==> src/rtl/folded_threshold_unit.sv <==
// Folded popcount/threshold unit: reduces an N-bit vector W bits per cycle and
// reports the popcount plus a (count >= thresh) decision over valid/ready.
module folded_threshold_unit #(
  parameter int N = 51,
  parameter int W = 8
) (
  input  logic                     clk,
  input  logic                     rst,
  input  logic                     in_valid,
  output logic                     in_ready,
  input  logic [N-1:0]             in_vec,
  input  logic [$clog2(N+1)-1:0]   thresh,
  output logic                     out_valid,
  input  logic                     out_ready,
  output logic [$clog2(N+1)-1:0]   out_count,
  output logic                     out_y
);

  localparam int CW = $clog2(N + 1);
  localparam int C  = (N + W - 1) / W;
  localparam int VW = C * W;
  localparam int KW = (C > 1) ? $clog2(C) : 1;

  typedef enum logic [1:0] {IDLE = 2'd0, ACC = 2'd1, DONE = 2'd2} state_t;

  state_t          state_r, state_s;
  logic [VW-1:0]   vec_r;
  logic [CW-1:0]   thresh_r;
  logic [CW-1:0]   acc_r;
  logic [KW-1:0]   k_r;
  logic [CW-1:0]   count_r;
  logic            y_r;
  logic            valid_r;
  logic            accept_s;
  logic            last_s;
  logic [CW-1:0]   sum_s;
  logic            ready_s;

  function automatic logic [CW-1:0] popcount(input logic [W-1:0] v);
    logic [CW-1:0] s;
    s = '0;
    for (int i = 0; i < W; i++) begin
      s = s + CW'(v[i]);
    end
    return s;
  endfunction

  // Handshake and per-cycle accumulation terms; the vector register is shifted
  // so the current chunk always sits in the low W bits (zero-padded tail).
  always_comb begin
    ready_s  = ~rst & ((state_r == IDLE) | ((state_r == DONE) & out_ready));
    accept_s = in_valid & ready_s;
    last_s   = (k_r == KW'(C - 1));
    sum_s    = acc_r + popcount(vec_r[W-1:0]);
  end

  // Next-state logic.
  always_comb begin
    state_s = state_r;
    case (state_r)
      IDLE: begin
        if (accept_s) state_s = ACC;
        else          state_s = IDLE;
      end
      ACC: begin
        if (last_s) state_s = DONE;
        else        state_s = ACC;
      end
      DONE: begin
        if (accept_s)       state_s = ACC;
        else if (out_ready) state_s = IDLE;
        else                state_s = DONE;
      end
      default: state_s = IDLE;
    endcase
  end

  // State register.
  always_ff @(posedge clk or posedge rst) begin
    if (rst) state_r <= IDLE;
    else     state_r <= state_s;
  end

  // Datapath: latch on accept, fold during ACC, capture result on the last chunk.
  always_ff @(posedge clk or posedge rst) begin
    if (rst) begin
      vec_r    <= '0;
      thresh_r <= '0;
      acc_r    <= '0;
      k_r      <= '0;
      count_r  <= '0;
      y_r      <= 1'b0;
      valid_r  <= 1'b0;
    end else if (accept_s) begin
      vec_r    <= VW'(in_vec);
      thresh_r <= thresh;
      acc_r    <= '0;
      k_r      <= '0;
      valid_r  <= 1'b0;
    end else if (state_r == ACC) begin
      acc_r <= sum_s;
      vec_r <= vec_r >> W;
      k_r   <= k_r + KW'(1);
      if (last_s) begin
        count_r <= sum_s;
        y_r     <= (sum_s >= thresh_r);
        valid_r <= 1'b1;
      end
    end else if ((state_r == DONE) && out_ready) begin
      valid_r <= 1'b0;
    end
  end

  assign in_ready  = ready_s;
  assign out_valid = valid_r;
  assign out_count = count_r;
  assign out_y     = y_r;

endmodule

==> config.mk <==
export PLATFORM = sky130hd
export DESIGN_NAME = folded_threshold_unit
export DESIGN_NICKNAME = d
export VERILOG_FILES = /design/src/rtl/folded_threshold_unit.sv
export SDC_FILE = /design/constraint.sdc
export NUM_CORES = 1
export LEC_CHECK = 0
export ABC_CLOCK_PERIOD_IN_PS = 6400
export CAP_MARGIN = 20
export CELL_PAD_IN_SITES_DETAIL_PLACEMENT = 1
export CELL_PAD_IN_SITES_GLOBAL_PLACEMENT = 1
export CORE_MARGIN = 2
export CORE_UTILIZATION = 42
export CTS_CLUSTER_SIZE = 14
export DETAILED_ROUTE_END_ITERATION = 8
export PLACE_DENSITY = 0.95
export SLEW_MARGIN = 20
export SYNTH_ARGS = -nofsm -noshare
export SYNTH_HDL_FRONTEND = slang
export SYNTH_SLANG_ARGS = --single-unit
==> constraint.sdc <==
create_clock -name clk -period 6.4 [get_ports clk]
set_clock_uncertainty 0.2 [all_clocks]
set_input_delay 0.96 -clock clk [delete_from_list [all_inputs] [get_ports clk]]
set_output_delay 0.96 -clock clk [all_outputs]
set_load 0.02 [all_outputs]
==> qor.yml, run 1 <==
global_routing:
  busiest_layer: "met2"
  grt_overflow_total: 0
  grt_max_degree: 67
  use_met3: 0.0383
  grtUsageMet1: 0.305
  grt_pass1_wl_um: 18300
  antenna_found_initial: 0
  grt_use_met2: 0.427
  grt_use_total: 0.248
  grt_pass1_vias: 3502
detailed_routing:
  drt_wl_total_um: 10900
  ant_nets: 0
  firstDrtPassIters: 4
  drt_iter0_drc: 166
  drc: 0
  vias: 3129
  wl_per_cell_um: 19.8
  via_per_inst: 5.67
yosys:
  synth.distinct_cells: 36
  synthXorXnorAreaFrac: 0.00965
  synthCells: 380
  synth_fp_nets: 460
  ys_dominant_reg_cell: "dfrtp_1"
  netlist_area_mm2: 0.00363
  avgSynthCellArea_um2: 9.55
  synth_fa_ha_area_frac: 0.0758
  synthSimpleGateAreaFrac: 0.167
  synthArstFlopShare: 1.00
  synth_compound_area_frac: 0.166
  yosysSeqAreaShare: 0.524
  yosys_warnings: 0
  synth_edf_count: 0
  synth_mux_area_frac: 0.00310
  synth_top_family_by_area: "simple AND/OR/NAND/NOR gates"
  synth-seq-cells: 76
critical_path:
  worstSetupPathType: "register to register"
  crit_chain: "fa_1 -> inv_1 -> fa_1 -> fa_1 -> fa_1 -> fa_1 -> nor2b_1 -> o21ai_0 -> nand2_1 -> xnor2_1 -> ha_1 -> a21o_1 -> a21oi_1 -> a31oi_1"
  crit_path_frequent_cell: "fa_1"
  end_kind: "register"
  worst_path_max_delay_cell: "fa_1"
  rrSetupSlack_ps: 1880
  cp-start-kind: "register"
  cpPeakStageDelay_ps: 530
  required_ps: 6420
  crit_fanout: 5
  arrival_ps: 4550
cts:
  cts.sinks: 76
  clkTransAtPathRegs_ps: 90
  clockRootBuffer: "clkbuf_8"
  cts_post_setup_buffers_inserted: 0
  cts_buffer_depth: 2
  holdBufCountCts: 0
  cts_resized: 0
  htreeDepth: 3
  cts_tree: "built"
  worstSkewPairLatency_ps: 360
  numCtsBuffers: 9
timing:
  worst_slew_pin_slew_ps: 859
  fmax_ghz: 0.221
  setup_viol: 0
  fin_crit_sh: 0.706
  finalHoldViolCount: 0
  maxSlewHeadroom: 0.428
  slew_viol_final: 0
  rsz0062_at_grt: "false"
  setup_tns_ps: 0
  fin_crit_ps: 4520
floorplanning:
  rows: 33
  initial_core_util: 0.437
  ios: 70
  die_area_mm2: 0.00940
  die_y_um: 97.0
  coreArea_mm2: 0.00830
  dieWidth_um: 97.0
worst_hold_path:
  hp-class: "register to register"
placement:
  gp_congestion: 0.826
  io_buffers: 69
  dp.cells: 536
  dp_hpwl_um: 6920
pwr:
  p_int_mw: 1.57
  seqPwrFrac: 0.290
  p_leak_nw: 2.23
  power.net_switching_mw: 1.24
  swShare: 0.443
  vdd_ir_drop_max_mv: 0.237
  p_comb_frac: 0.536
  power_density_mw_per_mm2: 600
  pwr-share-clk: 0.174
final_layout:
  n_antenna_cell: 0
  nets: 523
  final_cells: 552
  area_growth_pct: 28.9
  postLayoutCoreUtil: 0.564
  nFillCells: 925
  layout-drive-gt1-share: 0.0559
job:
  drv_cap: 0
outcome:
  status: "finished clean"
-- per-stage QoR --
stage                     power (mW)  instance area (µm²)  hold WS (ps)  worst slack [ps]
after detailed placement        2.22                 4400           265              2010
after floorplan                 1.75                 3630           246              2320
final                           2.81                 4680           277              1880
after CTS                       2.79                 4660           284              1870
after global placement          2.04                 4390           258              2210
after global routing            3.04                 4680           303              1720
-- power groups by stage --
| stage | Sequential [mW] | Clock (mW) | Combinational, mW |
|---|---|---|---|
| after floorplan | 0.797 | 0 | 0.952 |
| after global placement | 0.799 | 0 | 1.24 |
| after detailed placement | 0.815 | 0 | 1.40 |
| after CTS | 0.813 | 0.492 | 1.49 |
| after global routing | 0.837 | 0.511 | 1.69 |
| final | 0.814 | 0.490 | 1.51 |
-- area by class of cell --
class,count,area [µm²],area share
tap,105,131,0.0281
timing repair buffer,74,757,0.162
inverter,24,90.1,0.0193
sequential,76,1900,0.406
clock inverter,6,138,0.0294
clock buffer,9,124,0.0265
multi-input combinational,258,1540,0.329
-- cells in the mapped netlist, drive strengths merged, types with 2 or more instances --
library cell  instances  area, µm²
nor2b                 5       33.8
o21a                  2       15.0
a31oi                 3       18.8
a21oi                 3       15.0
a211o                 3       26.3
nor3                  2       10.0
clkbuf                8       30.0
o21ai                22        110
o22ai                 3       18.8
ha                   14        175
inv                  24       90.1
nand2               122        458
fa                    5        100
nand2b                2       12.5
a22oi                43        323
a21o                  3       22.5
nor2                  9       33.8
nand4                 2       12.5
xor2                  2       17.5
dfrtp                76       1900
nand3                 2       15.0
buf                  14       77.6
xnor2                 2       17.5
-- cells by family after synthesis --
| group | after synthesis |
|---|---|
| flip-flops | 76 |
| buffers and inverters | 46 |
| adder cells (fa/ha/maj) | 19 |
| AND/OR/NAND/NOR | 146 |
| XOR/XNOR | 4 |
| AO/OA/AOI/OAI | 88 |
| multiplexers | 1 |
-- critical path: cells and delay by family, from the launching register on --
kind                     cells  cell delay, ps
XOR/XNOR                     1             130
AND/OR/NAND/NOR              2             340
buffers and inverters        1              50
AO/OA/AOI/OAI                4             630
flip-flops                   1             410
adder cells (fa/ha/maj)      6            2620
-- layout by cell type, fill, tap and decap left out, types with 2 or more instances in the layout --
master,Yosys,final
a211o_1,3,3
o21a_1,2,2
nand4_1,2,2
fa_1,5,5
xor2_1,2,2
buf_12,0,2
nor3_1,2,2
a21o_1,3,3
o22ai_1,3,3
o21ai_1,8,8
o21ai_0,14,14
nand2_1,122,122
bufinv_16,0,4
dfrtp_1,76,76
inv_1,24,23
xnor2_1,2,2
a21oi_1,3,3
a22oi_1,43,43
nor2_1,9,9
clkbuf_8,0,9
a31oi_1,3,3
nor2b_1,4,3
clkinv_4,0,2
clkdlybuf4s50_1,0,69
nand2b_1,2,2
buf_4,3,2
ha_1,14,14
-- final timing paths --
kind / start / end / cells past startpoint
max in group asynchronous: rst / vec_r[25]$_DFFE_PP0P_ / 3
worst min register to register: vec_r[29]$_DFFE_PP0P_ / vec_r[29]$_DFFE_PP0P_ / 2
min in group asynchronous: rst / out_valid$_DFFE_PP0P_ / 2
worst max-delay path: vec_r[0]$_DFFE_PP0P_ / out_y$_DFFE_PP0P_ / 14
worst min-delay path: vec_r[29]$_DFFE_PP0P_ / vec_r[29]$_DFFE_PP0P_ / 2
worst max register to register: vec_r[0]$_DFFE_PP0P_ / out_y$_DFFE_PP0P_ / 14
-- per-layer routing --
layer	share of wire	up-vias
met2	0.52	89
met1	0.41	1604
met5	0	-
met4	0.028	0
li1	-	1408
met3	0.036	28
-- state kept, by name (all words and copies together) (netlist names) --
| name | count |
|---|---|
| acc_r | 6 |
| k_r | 3 |
| out_count | 6 |
| out_valid | 1 |
| out_y | 1 |
| state_r | 2 |
| thresh_r | 6 |
| vec_r | 51 |
Note: power is estimated with default switching activity, not from simulation.
==> run 2: changes to the inputs <==
--- a/config.mk
+++ b/config.mk
@@ -5,15 +5,15 @@
 export SDC_FILE = /design/constraint.sdc
 export NUM_CORES = 1
 export LEC_CHECK = 0
-export ABC_CLOCK_PERIOD_IN_PS = 6400
+export ABC_CLOCK_PERIOD_IN_PS = 3700
 export CAP_MARGIN = 20
 export CELL_PAD_IN_SITES_DETAIL_PLACEMENT = 1
 export CELL_PAD_IN_SITES_GLOBAL_PLACEMENT = 1
 export CORE_MARGIN = 2
-export CORE_UTILIZATION = 42
+export CORE_UTILIZATION = 36
 export CTS_CLUSTER_SIZE = 14
 export DETAILED_ROUTE_END_ITERATION = 8
-export PLACE_DENSITY = 0.95
+export PLACE_DENSITY = 0.88
 export SLEW_MARGIN = 20
 export SYNTH_ARGS = -nofsm -noshare
 export SYNTH_HDL_FRONTEND = slang
==> constraint.sdc (replaced) <==
create_clock -name clk -period 3.7 [get_ports clk]
set_clock_uncertainty 0.2 [all_clocks]
set_input_delay 0.555 -clock clk [delete_from_list [all_inputs] [get_ports clk]]
set_output_delay 0.555 -clock clk [all_outputs]
set_load 0.02 [all_outputs]
==> qor.yml, run 2 (same netlist as run 1, synthesis figures left out) <==
floorplanning:
  die_area_mm2: 0.0109  # +16%
  ios: 70  # unchanged
  dieWidth_um: 104  # +7.7%
  coreArea_mm2: 0.00977  # +18%
  die_y_um: 104  # +7.7%
  initial_core_util: 0.371  # -0.0660
  rows: 36  # +9.1%
worst_hold_path:
  min_to: "vec_r[22]$_DFFE_PP0P_"
  hold_depth: 2  # unchanged
  hp-class: "register to register"
  min-delay-start: "vec_r[22]$_DFFE_PP0P_"
critical_path:
  required_ps: 3720  # -2700 ps
  cp_num_buf_inv: 1  # unchanged
  reg2reg_from: "vec_r[0]$_DFFE_PP0P_"
  crit_path_frequent_cell: "fa_1"
  arrival_ps: 4180  # -370 ps
  reg2reg_to: "out_y$_DFFE_PP0P_"
  worstSetupStartpoint: "vec_r[0]$_DFFE_PP0P_"
  crit_fanout: 2  # -3
  worst_path_max_delay_cell: "fa_1"
  cp-start-kind: "register"
  crit_family: "adder cells"
  end_kind: "register"
  worstSetupPathType: "register to register"
  r2r_cells: 14  # unchanged
  crit_chain: "fa_1 -> inv_1 -> fa_1 -> fa_1 -> fa_2 -> fa_2 -> nor2b_2 -> o21ai_2 -> nand2_1 -> xnor2_2 -> ha_1 -> a21o_1 -> a21oi_1 -> a31oi_1"
  cpPeakStageDelay_ps: 570  # +40 ps
  rrSetupSlack_ps: -470  # -2350 ps
  critical_path_cell_count: 14  # unchanged
final_layout:
  layout-drive-gt1-share: 0.0879  # +0.0320
  largest_register_ffs: 51  # unchanged
  area_growth_pct: 30.0
  final_common_cell: "nand2_1"
  nets: 531  # +1.5%
  n_antenna_cell: 0  # unchanged
  largest-register: "vec_r"
  final_cell_mix: "nand2_1 (122), dfrtp_1 (76), clkdlybuf4s50_1 (69), a22oi_1 (43), inv_1 (23)"
outcome:
  violations: "negative setup slack"
  status: "finished, violations left"
timing:
  rsz0062_at_grt: "true"
  fin_crit_sh: 1.13  # +0.420
  setup_viol: 3  # +3
  maxSlewHeadroom: 0.418  # -0.00910
  layout_setup_ws_ps: -467  # -2350 ps
  worst_slew_pin_slew_ps: 872  # +13.6 ps
  hold_ws_ps: 282  # +4.72 ps
  setup_tns_ps: -595  # -595 ps
  slew_viol_final: 0  # unchanged
  fmax_ghz: 0.240  # +8.5%
  fin_crit_ps: 4170  # -354 ps
  finalHoldViolCount: 0  # unchanged
global_routing:
  grt_overflow_total: 0  # unchanged
  grt_use_total: 0.184  # -0.0637
  grt_max_degree: 50  # -25%
  grt_pass1_vias: 3234  # -7.7%
  grt_pass1_wl_um: 16000  # -13%
  antenna_found_initial: 0  # unchanged
detailed_routing:
  wl_met2_um: 4760  # -16%
  via_per_inst: 5.15  # -9.1%
  wl_per_cell_um: 16.2  # -18%
  vias: 3030  # -3.2%
  drt_wl_total_um: 9550  # -13%
  ant_nets: 0  # unchanged
  wl_met1_um: 4280  # -5.6%
  drc: 0  # unchanged
  top_layer: "met4"
  firstDrtPassIters: 4  # unchanged
  drt_iter0_drc: 135  # -19%
  met3RoutedLength_um: 348  # -12%
pwr:
  power_density_mw_per_mm2: 1020  # +70%
  power_mw: 4.81  # +71%
  p_leak_nw: 2.24  # +0.50%
  vdd_ir_drop_max_mv: 0.473  # +100%
cts:
  cts.sinks: 76  # unchanged
  clockRootBuffer: "clkbuf_8"
  htreeDepth: 3  # unchanged
  clkTransAtPathRegs_ps: 80  # about the same
  numCtsBuffers: 9  # unchanged
  cts_buffer_depth: 2  # unchanged
  holdBufCountCts: 0  # unchanged
  cts_tree: "built"
  worstSkewPairLatency_ps: 350  # about the same
job:
  drv_cap: 0  # unchanged
placement:
  gp_congestion: 0.814  # -1.5%
  dp_hpwl_um: 6660  # -3.8%
  io_buffers: 69  # unchanged
[run 2: timing repair]
| item | 4_1_cts | 5_1_grt |
|---|---|---|
| pin swaps | 3 | 1 |
| gates cloned | 0 | 0 |
| gates resized for setup | 4 | 3 |
| endpoints found under the setup margin | 3 | 6 |
| buffers inserted | 2 | 1 |
[run 2: how the worst max path moves through the flow]
| stage | to |
|---|---|
| final | out_y$_DFFE_PP0P_ |
| after global routing | out_y$_DFFE_PP0P_ |
| after CTS | out_y$_DFFE_PP0P_ |
| after detailed placement | out_y$_DFFE_PP0P_ |
| after global placement | out_y$_DFFE_PP0P_ |
| after floorplan | out_y$_DFFE_PP0P_ |
[run 2: report_power, final]
group / internal (mW) / switching [mW]
Combinational: 1.26 / 1.53
Sequential: 1.18 / 0.211
Clock: 0.309 / 0.316
Total: 2.75 / 2.06
[run 2: routing by layer]
metal  vias up  global-route usage
met4         0              0.0618
met5         -                   0
met2        67               0.307
met3        15              0.0407
li1       1420                   -
met1      1528               0.236
[run 2: final cells by class]
type | count | area, µm²
repair buffers | 82 | 805
flip-flops and latches | 76 | 1900
clock inverters | 6 | 65.1
well taps | 133 | 166
fillers | 1137 | 5060
inverters | 24 | 90.1
clock buffers | 9 | 124
multi-input cells | 258 | 1570
[run 2: through the flow]
step / instances / instance area, µm² / worst slack, ps / util
final: 588 / 4720 / -467 / 0.483
after global routing: 588 / 4720 / -606 / 0.483
after CTS: 589 / 4710 / -445 / 0.482
after detailed placement: 572 / 4500 / -406 / 0.460
after global placement: 572 / 4500 / -293 / 0.460
after floorplan: 380 / 3640 / -221 / -
[run 2: tightest hold or removal path, delay by kind of cell, from the launching register on]
kind | cells | cell delay, ps
and+or+nand+nor | 2 | 100
DFF | 1 | 350
==> RTL edit 1 (flow settings as in run 2) <==
`W`: 8 -> 16.
--- a/src/rtl/folded_threshold_unit.sv
+++ b/src/rtl/folded_threshold_unit.sv
@@ -4,3 +4,3 @@
   parameter int N = 51,
-  parameter int W = 8
+  parameter int W = 16
 ) (
Function: changed (a bounded check fails within 10 cycles, from zero or initial values and one cycle with rst high).
==> RTL edit 1 against run 2 <==
The flow still finishes with violations (setup timing). Cell area is 8.2% higher. Area after synthesis rose by 3.3%. Sequential share of layout area is 3.6 points lower. Setup slack worse by 0.74 ns. Sequential cell count down 1. Routed wire length rose by 18%. Utilization increased by 1.6 points. Count of clock-buffer cells in the layout rose by 3. Largest cell class unchanged. Highest routed layer unchanged.
Power is not shown: default switching activity piles up to over one toggle a cycle in this logic, so the estimate is an artifact.
==> RTL edit 1: results (changes against run 2) <==
htree_levels: 3  # unchanged
worstPathArrival_ns: 4.92  # +0.74 ns
cts_buffer_depth: 2  # unchanged
synth_common_cells: "nand2_1 (124), dfrtp_1 (75), a22oi_1 (35), inv_1 (35), o21ai_0 (29)"
yosysWarnings: 0  # unchanged
grt_pass1_wl_um: 17800  # +11%
seq_area_frac_synth_pct: 50.1  # -2.3 points
io_buffer_count: 69  # unchanged
violations: "setup timing"
grt_use_total_pct: 20.2  # +1.8 points
dr_total_vias: 3161  # +4.3%
synth-async-reset-ratio_pct: 100  # unchanged
synth_nets: 480  # +4.3%
top_register: "vec_r"
firstDrtPassIters: 4  # unchanged
root_buffer: "clkbuf_8"
path_clk_slew_ns: 0.08  # about the same
finalWorstSetupSlack_ns: -1.21  # -0.744 ns
wire_per_inst_um: 18.3  # +13%
hold_viol: 0  # unchanged
drt_iter0_drc: 141  # +4.4%
dpl.hpwl_um: 7210  # +8.3%
largest_register_ffs: 51  # unchanged
clk_latency_ns: 0.34
nets: 564  # +6.2%
gp_congestion: 0.770  # -5.4%
antennaDiodeCount: 0  # unchanged
cts_made_buffers: 9  # unchanged
min_path_cells: 2  # unchanged
finalSetupViolations: 11  # +8
ff2ff_path_depth: 16  # +2
grt_max_degree: 79  # +58%
min_path_type: "register to register"
cp_max_fo: 2  # unchanged
drive_above_1_share_pct: 14.1  # +5.3 points
yosys-top-cells-area: "dfrtp_1 (50%), nand2_1 (12%), a22oi_1 (7.0%)"
worst_pin_slew_ns: 0.555  # -0.317 ns
outcome: "finished with violations"
antenna_found_initial: 0  # unchanged
fillers: 1145  # +0.70%
ys_types: 36  # unchanged
grt_pass1_vias: 3604  # +11%
RTL edit 1: cell type report:
| cell class | instances | area share [%] |
|---|---|---|
| clock inverters | 4 | 1.45 |
| clock buffers | 12 | 2.84 |
| multi-input cells | 261 | 35.0 |
| well taps | 136 | 3.33 |
| repair buffers | 94 | 18.1 |
| inverters | 35 | 2.57 |
| flip-flops and latches | 75 | 36.7 |
RTL edit 1: cell families (layout without fill, tap and decap cells):
family / count (synthesis) / count (layout) / share of synthesized area (%)
simple gates: 141 / 141 / 15.5
mux: 1 / 1 / 0.300
xor+xnor: 2 / 2 / 0.467
compound gates: 90 / 90 / 15.9
buf+inv: 56 / 145 / 6.37
fa+ha+maj: 27 / 27 / 11.4
flops: 75 / 75 / 50.1
RTL edit 1: layer usage:
| layer | vias up | global-route usage, % | part of all wire, % |
|---|---|---|---|
| li1 | 1466 | - | - |
| met1 | 1585 | 24.0 | 39 |
| met2 | 77 | 35.3 | 53 |
| met3 | 33 | 3.68 | 3.2 |
| met4 | 0 | 9.77 | 4.0 |
| met5 | - | 0 | 0 |
RTL edit 1: final timing paths:
path	end	startpoint	slack (ns)
setup / recovery	out_y	vec_r[3]	-1.21
hold / removal	vec_r[32]	vec_r[32]	0.29
setup reg to reg	out_y	vec_r[3]	-1.21
hold reg to reg	vec_r[32]	vec_r[32]	0.29
max in group asynchronous	vec_r[34]	rst	2.40
min in group asynchronous	thresh_r[4]	rst	0.56
RTL edit 1: stage by stage:
step	cell area [um2]	util [%]	hold slack [ns]	setup TNS, ns	cells
floorplan	3750	-	0.246	-1.46	392
CTS	4990	48.8	0.291	-4.65	616
global placement	4700	45.9	0.259	-3.18	598
global route	5110	49.9	0.323	-7.46	617
finish	5110	49.9	0.288	-6.01	617
detailed placement	4700	45.9	0.272	-4.49	598
RTL edit 1: worst max-delay path, stage by stage, from the launching register on:
cell and delay [ns]:
dfrtp_1 0.41, fa_1 0.59, inv_2 0.05, fa_1 0.47, fa_1 0.55, fa_1 0.45
fa_2 0.37, buf_4 0.14, buf_4 0.13, nor2b_4 0.15, o21a_1 0.17, o21a_1 0.16
nor2_1 0.08, ha_1 0.30, and3_4 0.18, a221oi_2 0.28, o21ai_1 0.09
RTL edit 1: repair_timing:
item | 4_1_cts | 5_1_grt
setup buffers | 2 | 2
endpoints found under the hold margin | 0 | 0
resized for setup | 12 | 21
pin swaps | 1 | 5
setup endpoints to repair | 11 | 11
==> RTL edit 2 (config.mk and constraints of run 2) <==
Made on the original files. Register the input `thresh` before use, without a reset. The logic sees it one clock later. The other inputs are not delayed to match.
--- a/src/rtl/folded_threshold_unit.sv
+++ b/src/rtl/folded_threshold_unit.sv
@@ -24,2 +24,8 @@
   typedef enum logic [1:0] {IDLE = 2'd0, ACC = 2'd1, DONE = 2'd2} state_t;
+
+  logic [$clog2(N+1)-1:0] thresh_q;
+
+  always_ff @(posedge clk) begin
+    thresh_q <= thresh;
+  end
 
@@ -95,3 +101,3 @@
       vec_r    <= VW'(in_vec);
-      thresh_r <= thresh;
+      thresh_r <= thresh_q;
       acc_r    <= '0;
Check against the original RTL: not equivalent (Yosys sat finds a counterexample within 10 cycles, from zero or initial values and one cycle with rst high).
==> RTL edit 2 against run 2 <==
The flow still finishes with violations (setup timing). Largest power group unchanged. Total power increased by 6.6%. Cell area up 5.0%. Area after synthesis is 3.1% higher. Combinational power is 7.5% higher. Routed wire length rose by 11%. Sequential cell count up 6. Setup slack got worse by 0.43 ns. Critical endpoint unchanged. Largest cell class unchanged.
==> RTL edit 2: results (changes against run 2) <==
outcome: "finished with violations"
violations: "setup timing"
synth-xor-area-share_pct: 0.702  # -0.26 points
stdcell_count: 603  # +2.6%
synth_nets: 462  # +0.43%
dr_total_vias: 3111  # +2.7%
synth_cells: 382  # +0.53%
grt_pass1_vias: 3476  # +7.5%
seq_area_frac_synth_pct: 54.0  # +1.6 points
synth_common_cells: "nand2_1 (122), dfrtp_1 (76), a22oi_1 (43)"
yosys-top-cells-area: "dfrtp_1 (51%), nand2_1 (12%), a22oi_1 (8.6%)"
gp_congestion: 0.777  # -4.5%
placed_cells: 581  # +1.6%
finalWorstSetupSlack_ns: -0.897  # -0.430 ns
ys_types: 39  # +8.3%
tns_ns: -1.22  # -0.629 ns
grt_pass1_wl_um: 16800  # +5.5%
fillers: 1145  # +0.70%
slowest_delay_ns: 0.54  # -0.03 ns
switchingPower_uw: 2150  # +4.7%
drt_iter0_drc: 189  # +40%
synthAdderAreaFrac_pct: 7.35  # -0.23 points
synth-compound-area-share_pct: 16.4  # -0.24 points
nets: 543  # +2.3%
vdd_drop_max_mv: 0.499  # +5.5%
cp_max_fo: 3  # +1
wire_per_inst_um: 17.6  # +8.6%
relSlewSlack_pct: 39.9  # -2.0 points
finalSetupViolations: 6  # +3
synth_mux_area_share_pct: 0.568  # +0.26 points
synth-async-reset-ratio_pct: 92.7  # -7.3 points
[RTL edit 2: cells by family (layout without fill, tap and decap cells)]
kind of cell               Yosys count  count (layout)
and+or+nand+nor                    143             143
DFF                                 82              82
muxes                                2               2
adders and majority gates           19              19
AOI/OAI and AO/OA                   89              89
buffers and inverters               44             129
xor gates and xnor gates             3               3
[RTL edit 2: final cells by class]
cell class | count | area (um2) | area share, %
clock buffer | 10 | 138 | 2.78
clock inverter | 5 | 55.1 | 1.11
inverter | 23 | 86.3 | 1.74
multi-input combinational | 256 | 1600 | 32.2
sequential | 82 | 2020 | 40.8
tap | 136 | 170 | 3.44
timing repair buffer | 91 | 885 | 17.9
[RTL edit 2: power groups by stage]
stage	Sequential [uW]	Combinational [uW]	Clock, uW
after floorplan	1450	1590	0
after global placement	1450	2330	0
after detailed placement	1480	2550	0
after CTS	1470	2740	662
after global routing	1520	3340	702
final	1470	3000	650
[RTL edit 2: tightest hold or removal path, stage by stage (launching register included)]
cell	delay, ns
dfxtp_1	0.31
nand2_1	0.04
o21ai_0	0.06
[RTL edit 2: timing repair]
action	CTS	global route
hold endpoints to repair	0	0
pin swaps	1	2
setup buffers	3	4
resized for setup	8	8
setup endpoints to repair	3	6
[RTL edit 2: layer usage]
layer | track usage [%] | vias up | part of all wire [%]
met1 | 22.5 | 1560 | 40
met5 | 0 | - | 0
met3 | 3.37 | 18 | 3.6
li1 | - | 1457 | -
met2 | 34.7 | 76 | 53
met4 | 7.52 | 0 | 3.0
[RTL edit 2: worst paths after layout]
path / end / slack (ns) / cells past startpoint
setup / recovery: out_y / -0.90 / 15
hold / removal: thresh_r[3] / 0.25 / 2
setup reg to reg: out_y / -0.90 / 15
hold reg to reg: thresh_r[3] / 0.25 / 2
max in group asynchronous: vec_r[37] / 2.13 / 3
min in group asynchronous: out_count[4] / 0.50 / 2
[RTL edit 2: through the flow]
step           util, %  setup WS, ns
5_1_grt           48.4         -1.07
3_5_place_dp      45.4         -1.10
2_1_floorplan        -        -0.609
6_report          48.4        -0.897
3_3_place_gp      45.4        -0.721
4_1_cts           47.7        -0.856
